## src/rtl/simd_run_ctrl.sv

```systemverilog
// simd_run_ctrl: run sequencer for the SIMD core.
// Holds the core in reset, strobes valid, times each run until core_stop,
// repeats for a batch of runs and guards every run with a watchdog.
// Optional build macro: SIMD_RUN_MINMAX_EN adds min_cycles/max_cycles outputs.
module simd_run_ctrl #(
  parameter int unsigned CNT_WIDTH    = 16,
  parameter int unsigned TOT_WIDTH    = 32,
  parameter int unsigned RUN_WIDTH    = 8,
  parameter int unsigned HOLD_CYCLES  = 12,
  parameter int unsigned VALID_CYCLES = 1
) (
  input  logic                 clk,
  input  logic                 rst,
  input  logic                 start,
  input  logic [RUN_WIDTH-1:0] num_runs,
  input  logic [CNT_WIDTH-1:0] timeout_lim,
  output logic                 core_rstn,
  output logic                 core_valid,
  input  logic                 core_stop,
  output logic                 busy,
  output logic                 done,
  output logic                 timeout_err,
  output logic [RUN_WIDTH-1:0] run_idx,
  output logic [CNT_WIDTH-1:0] last_cycles,
  output logic [TOT_WIDTH-1:0] total_cycles
`ifdef SIMD_RUN_MINMAX_EN
  ,
  output logic [CNT_WIDTH-1:0] min_cycles,
  output logic [CNT_WIDTH-1:0] max_cycles
`endif
);

  typedef enum logic [2:0] {
    S_IDLE, S_HOLD, S_LAUNCH, S_RUN, S_RECORD, S_FINISH
  } state_e;

  state_e               state_q, state_d;
  logic [31:0]          phase_q, phase_d;
  logic [CNT_WIDTH-1:0] cnt_q, cnt_d;
  logic [CNT_WIDTH-1:0] lim_q, lim_d;
  logic [RUN_WIDTH-1:0] runs_q, runs_d;
  logic [RUN_WIDTH-1:0] idx_q, idx_d;
  logic [CNT_WIDTH-1:0] last_q, last_d;
  logic [TOT_WIDTH-1:0] total_q, total_d;
  logic                 terr_q, terr_d;
  logic                 rstn_q, rstn_d;
  logic                 valid_q, valid_d;
  logic                 busy_q, busy_d;
  logic                 done_q, done_d;
  logic [CNT_WIDTH-1:0] cnt_inc;
  logic [TOT_WIDTH:0]   sum_w;
`ifdef SIMD_RUN_MINMAX_EN
  logic [CNT_WIDTH-1:0] min_q, min_d;
  logic [CNT_WIDTH-1:0] max_q, max_d;
`endif

  // State and registered outputs; async reset returns everything to idle.
  always_ff @(posedge clk or posedge rst) begin
    if (rst) begin
      state_q <= S_IDLE;
      phase_q <= '0;
      cnt_q   <= '0;
      lim_q   <= '0;
      runs_q  <= '0;
      idx_q   <= '0;
      last_q  <= '0;
      total_q <= '0;
      terr_q  <= 1'b0;
      rstn_q  <= 1'b0;
      valid_q <= 1'b0;
      busy_q  <= 1'b0;
      done_q  <= 1'b0;
`ifdef SIMD_RUN_MINMAX_EN
      min_q   <= '1;
      max_q   <= '0;
`endif
    end else begin
      state_q <= state_d;
      phase_q <= phase_d;
      cnt_q   <= cnt_d;
      lim_q   <= lim_d;
      runs_q  <= runs_d;
      idx_q   <= idx_d;
      last_q  <= last_d;
      total_q <= total_d;
      terr_q  <= terr_d;
      rstn_q  <= rstn_d;
      valid_q <= valid_d;
      busy_q  <= busy_d;
      done_q  <= done_d;
`ifdef SIMD_RUN_MINMAX_EN
      min_q   <= min_d;
      max_q   <= max_d;
`endif
    end
  end

  // Next-state logic; outputs are decoded from the next state so that they
  // come straight out of flops and line up with the state they describe.
  always_comb begin
    state_d = state_q;
    phase_d = phase_q;
    cnt_d   = cnt_q;
    lim_d   = lim_q;
    runs_d  = runs_q;
    idx_d   = idx_q;
    last_d  = last_q;
    total_d = total_q;
    terr_d  = terr_q;
`ifdef SIMD_RUN_MINMAX_EN
    min_d   = min_q;
    max_d   = max_q;
`endif
    cnt_inc = (cnt_q == '1) ? cnt_q : cnt_q + CNT_WIDTH'(1);
    sum_w   = {1'b0, total_q} + (TOT_WIDTH+1)'(cnt_q);

    case (state_q)
      S_IDLE: begin
        if (start) begin
          runs_d  = (num_runs == '0) ? RUN_WIDTH'(1) : num_runs;
          lim_d   = timeout_lim;
          terr_d  = 1'b0;
          idx_d   = '0;
          total_d = '0;
          phase_d = '0;
`ifdef SIMD_RUN_MINMAX_EN
          min_d   = '1;
          max_d   = '0;
`endif
          state_d = S_HOLD;
        end
      end
      S_HOLD: begin
        if (phase_q == HOLD_CYCLES - 1) begin
          phase_d = '0;
          cnt_d   = '0;
          state_d = S_LAUNCH;
        end else begin
          phase_d = phase_q + 32'd1;
        end
      end
      S_LAUNCH: begin
        if (phase_q == VALID_CYCLES - 1) begin
          phase_d = '0;
          state_d = S_RUN;
        end else begin
          phase_d = phase_q + 32'd1;
        end
      end
      S_RUN: begin
        cnt_d = cnt_inc;
        if (core_stop) begin
          state_d = S_RECORD;
        end else if ((lim_q != '0) && (cnt_inc == lim_q)) begin
          terr_d  = 1'b1;
          state_d = S_FINISH;
        end
      end
      S_RECORD: begin
        last_d  = cnt_q;
        total_d = sum_w[TOT_WIDTH] ? '1 : sum_w[TOT_WIDTH-1:0];
`ifdef SIMD_RUN_MINMAX_EN
        if (cnt_q < min_q) min_d = cnt_q;
        if (cnt_q > max_q) max_d = cnt_q;
`endif
        if (idx_q == runs_q - RUN_WIDTH'(1)) begin
          state_d = S_FINISH;
        end else begin
          idx_d   = idx_q + RUN_WIDTH'(1);
          phase_d = '0;
          state_d = S_HOLD;
        end
      end
      S_FINISH: state_d = S_IDLE;
      default:  state_d = S_IDLE;
    endcase

    rstn_d  = (state_d == S_LAUNCH) || (state_d == S_RUN) || (state_d == S_RECORD);
    valid_d = (state_d == S_LAUNCH);
    busy_d  = (state_d != S_IDLE);
    done_d  = (state_d == S_FINISH);
  end

  assign core_rstn    = rstn_q;
  assign core_valid   = valid_q;
  assign busy         = busy_q;
  assign done         = done_q;
  assign timeout_err  = terr_q;
  assign run_idx      = idx_q;
  assign last_cycles  = last_q;
  assign total_cycles = total_q;
`ifdef SIMD_RUN_MINMAX_EN
  assign min_cycles   = min_q;
  assign max_cycles   = max_q;
`endif

endmodule
```

## config.mk

```make
export PLATFORM = sky130hd
export DESIGN_NAME = simd_run_ctrl
export DESIGN_NICKNAME = d
export VERILOG_FILES = /design/src/rtl/simd_run_ctrl.sv
export SDC_FILE = /design/constraint.sdc
export NUM_CORES = 1
export LEC_CHECK = 0
export BUFFER_PORTS_ARGS = -buffer_cell sky130_fd_sc_hd__buf_2
export CAP_MARGIN = 10
export CORE_ASPECT_RATIO = 0.75
export CORE_MARGIN = 2
export CORE_UTILIZATION = 50
export CTS_BUF_LIST = sky130_fd_sc_hd__clkbuf_8
export DETAILED_ROUTE_END_ITERATION = 12
export PLACE_DENSITY = 0.72
export SYNTH_ARGS = -nofsm -noshare
export SYNTH_HDL_FRONTEND = slang
export SYNTH_SLANG_ARGS = --single-unit
```

## constraint.sdc

```tcl
create_clock -name clk -period 5.5 [get_ports clk]
set_input_delay 0.825 -clock clk [delete_from_list [all_inputs] [get_ports clk]]
set_output_delay 0.825 -clock clk [all_outputs]
set_load 0.01 [all_outputs]
```

==> impl_metrics.env <==
export IMPL_rsz0062_at_grt="no"
export IMPL_worst_endpoint_arrival_ps=3730
export IMPL_final_common_cell="nand2_1"
export IMPL_slew_viol_final=0
export IMPL_p_sw_share_pct=35.4
export IMPL_seqPwrFrac_pct=47.0
export IMPL_dp_hpwl_um=15700
export IMPL_synth_seq_cells=136
export IMPL_ys_flop_type="dfrtp_1"
export IMPL_antenna_found_initial=0
export IMPL_fin_worst_skew_ps=13.9
export IMPL_multi_input_area_sq_um=4580
export IMPL_p_sw_uw=1000
export IMPL_finalCritPeriodShare_pct=61.7
export IMPL_die_h_um=116
export IMPL_period_minus_slack_ps=3390
export IMPL_drt_iter0_drc=748
export IMPL_design_final_nets=1086
export IMPL_synthCells=970
export IMPL_wl_per_cell_um=17.9
export IMPL_synth_cell_type_count=80
export IMPL_gr_total_overflow=0
export IMPL_antenna_left=0
export IMPL_startpoint_type="flip-flop"
export IMPL_path_buf_inv=0
export IMPL_htree_levels=4
export IMPL_cts_setup_buffers=0
export IMPL_comb_power_share_pct=23.3
export IMPL_clock_path_buffers=2
export IMPL_hold_class="flip-flop to flip-flop"
export IMPL_design_core_area_sq_um=16100
export IMPL_root_buffer="clkbuf_8"
export IMPL_cp_required_ps=5840
export IMPL_max_freq_ghz=0.295
export IMPL_path_clk_slew_ps=80
export IMPL_n_antenna_cell=0
export IMPL_maxCapViolations=0
export IMPL_io_buffer_count=88
export IMPL_pin_count=89
export IMPL_maxSlewHeadroom_pct=16.5
export IMPL_ir_drop_v=0.000197
export IMPL_drt_pass1_iter_count=5
export IMPL_yosys_warnings=0
export IMPL_die_area_sq_um=17600
export IMPL_status="complete, no violations"
export IMPL_final_setup_viol_count=0
export IMPL_cp_slowest_cell="or4_4"
export IMPL_crit_family="simple AND/OR/NAND/NOR gates"
export IMPL_grt_pass1_wl_um=37000
export IMPL_insertion_delay_ps=470
export IMPL_power_leakage_uw=0.00422
export IMPL_synth_area_sq_um=8290
export IMPL_endpoint_kind="flip-flop"
export IMPL_finalHoldViolCount=0
export IMPL_cts_tree="built"
export IMPL_slowest_delay_ps=830
export IMPL_cts_buffers_inserted=17
export IMPL_grt_max_degree=88
export IMPL_cts_hold_buffers_added=0
export IMPL_regArea_sq_um=3400
export IMPL_initial_core_util_pct=51.4
export IMPL_synth_edff_count=0
export IMPL_p_int_uw=1820
export IMPL_gp_congestion=0.956
export IMPL_post_drt_via_cell_ratio=6.09
export IMPL_mostFrequentLayoutCells="195 x nand2_1, 136 x dfrtp_1, 88 x buf_2, 77 x o21ai_0, 64 x nor2_1"
export IMPL_grt_pass1_vias=6867
export IMPL_totalPowerFinal_uw=2820
export IMPL_crit_chain="nand4_2 -> or4_4 -> o211ai_1 -> nand4_1 -> nor4_1 -> a41o_1 -> a21oi_1 -> nor2b_1"
export IMPL_drc=0
export IMPL_grt_usage_pct=26.1
export IMPL_area_growth_pct=11.0
export IMPL_cts_sinks=136
export IMPL_crit_path_max_fanout=21
export IMPL_drive_gt1_share_pct=14.5
export IMPL_ys_seq_area_share_pct=41.1
export IMPL_syn_nets=1020
export IMPL_crit_type="flip-flop to flip-flop"
export IMPL_n_fill_cell=1490
export IMPL_num_rows=40
export IMPL_fp_dieW_um=153
export IMPL_finalSetupTns_ps=0
export IMPL_clkPwrFrac_pct=29.7
export IMPL_cts_resized=0
export IMPL_num_vias=7664
export IMPL_wl_um=22600
export IMPL_postLayoutCoreUtil_pct=57.1
export IMPL_p_per_area_nw_per_um2=307
export IMPL_tightest_slew_ps=1250
export IMPL_synth_async_reset_ratio_pct=100
export IMPL_synth_area_per_cell_sq_um=8.55
## stage by stage
| stage | cell area, sq um | worst slack (ps) | cells | hold WS [ps] |
|---|---|---|---|---|
| after global routing | 9200 | 1950 | 1259 | 506 |
| after detailed placement | 8800 | 2180 | 1227 | 461 |
| after global placement | 8800 | 2300 | 1227 | 455 |
| after floorplan | 8290 | 1040 | 970 | 461 |
| final | 9200 | 2110 | 1259 | 473 |
| after CTS | 9200 | 2180 | 1259 | 482 |
## path summary, 6_finish.rpt
check                      cells after the start      startpoint                to  slack, ps
setup / recovery                               8        cnt_q[3]        core_valid       2110
hold / removal                                 2  last_cycles[5]    last_cycles[5]        470
setup reg to reg                               8        cnt_q[3]        core_valid       2110
hold reg to reg                                2  last_cycles[5]    last_cycles[5]        470
max in group asynchronous                      3             rst  total_cycles[27]       3830
min in group asynchronous                      2             rst       phase_q[13]        510
## final cells by class
class / count / area share [%]
inverters: 15 / 0.666
flip-flops and latches: 136 / 37.0
clock buffers: 18 / 2.69
multi-input cells: 770 / 49.7
clock inverters: 14 / 1.62
well taps: 210 / 2.86
repair buffers: 96 / 5.44
## power groups by stage
stage                     clock network, uW  registers [uW]  logic [uW]
after floorplan                           0            1270         503
after global placement                    0            1330         637
after detailed placement                  0            1330         654
after CTS                               853            1320         657
after global routing                    901            1340         741
final                                   840            1330         658
## registers in the layout (all words and copies together) (netlist names)
signal / cells
core_rstn: 1
lim_q: 16
timeout_err: 1
run_idx: 8
state_q: 3
last_cycles: 16
phase_q: 32
runs_q: 8
total_cycles: 32
busy: 1
done: 1
core_valid: 1
cnt_q: 16
## worst min-delay path, cell delays in order, from the launching register on
cell and delay, ps:
dfrtp_1 340, nand2_1 50, nand2_1 50
## synthesized netlist by cell type (8+ instances only)
library cell | number | area share, %
nand2_1 | 195 | 8.8
dfrtp_1 | 136 | 41
o21ai_0 | 77 | 4.6
nor2_1 | 64 | 2.9
a21oi_1 | 55 | 3.3
nand3_1 | 32 | 1.9
nor3_1 | 30 | 1.8
clkbuf_1 | 28 | 1.3
and3_1 | 22 | 1.7
xor2_1 | 22 | 2.3
ha_1 | 21 | 3.2
xnor2_1 | 21 | 2.2
nand4_1 | 19 | 1.4
nor4_1 | 19 | 1.4
inv_1 | 15 | 0.68
and2_1 | 14 | 1.1
o31ai_1 | 14 | 1.3
or3_1 | 12 | 0.91
a31oi_1 | 11 | 0.83
nand2b_1 | 11 | 0.83
o21a_1 | 9 | 0.82
a311oi_1 | 8 | 0.85
buf_4 | 8 | 0.72
## layer usage
| metal | wire length, um | up-vias | global-route usage (%) | share of wire, % |
|---|---|---|---|---|
| li1 | - | 3649 | - | - |
| met1 | 11300 | 3698 | 40.7 | 50 |
| met2 | 9290 | 288 | 36.4 | 41 |
| met3 | 1560 | 29 | 4.82 | 6.9 |
| met4 | 367 | 0 | 8.46 | 1.6 |
| met5 | 0 | - | 0 | 0 |
## cells by family (layout without fill, tap and decap cells)
kind of cell / Yosys count / in the layout / share of synthesized area [%]
DFF: 136 / 136 / 41.1
AOI/OAI and AO/OA: 236 / 236 / 18.6
muxes: 5 / 5 / 0.604
xor gates and xnor gates: 44 / 44 / 4.74
adders and majority gates: 22 / 22 / 3.41
buffers and inverters: 64 / 143 / 3.80
and+or+nand+nor: 463 / 463 / 27.8
Power figures use the tool's default switching activity.
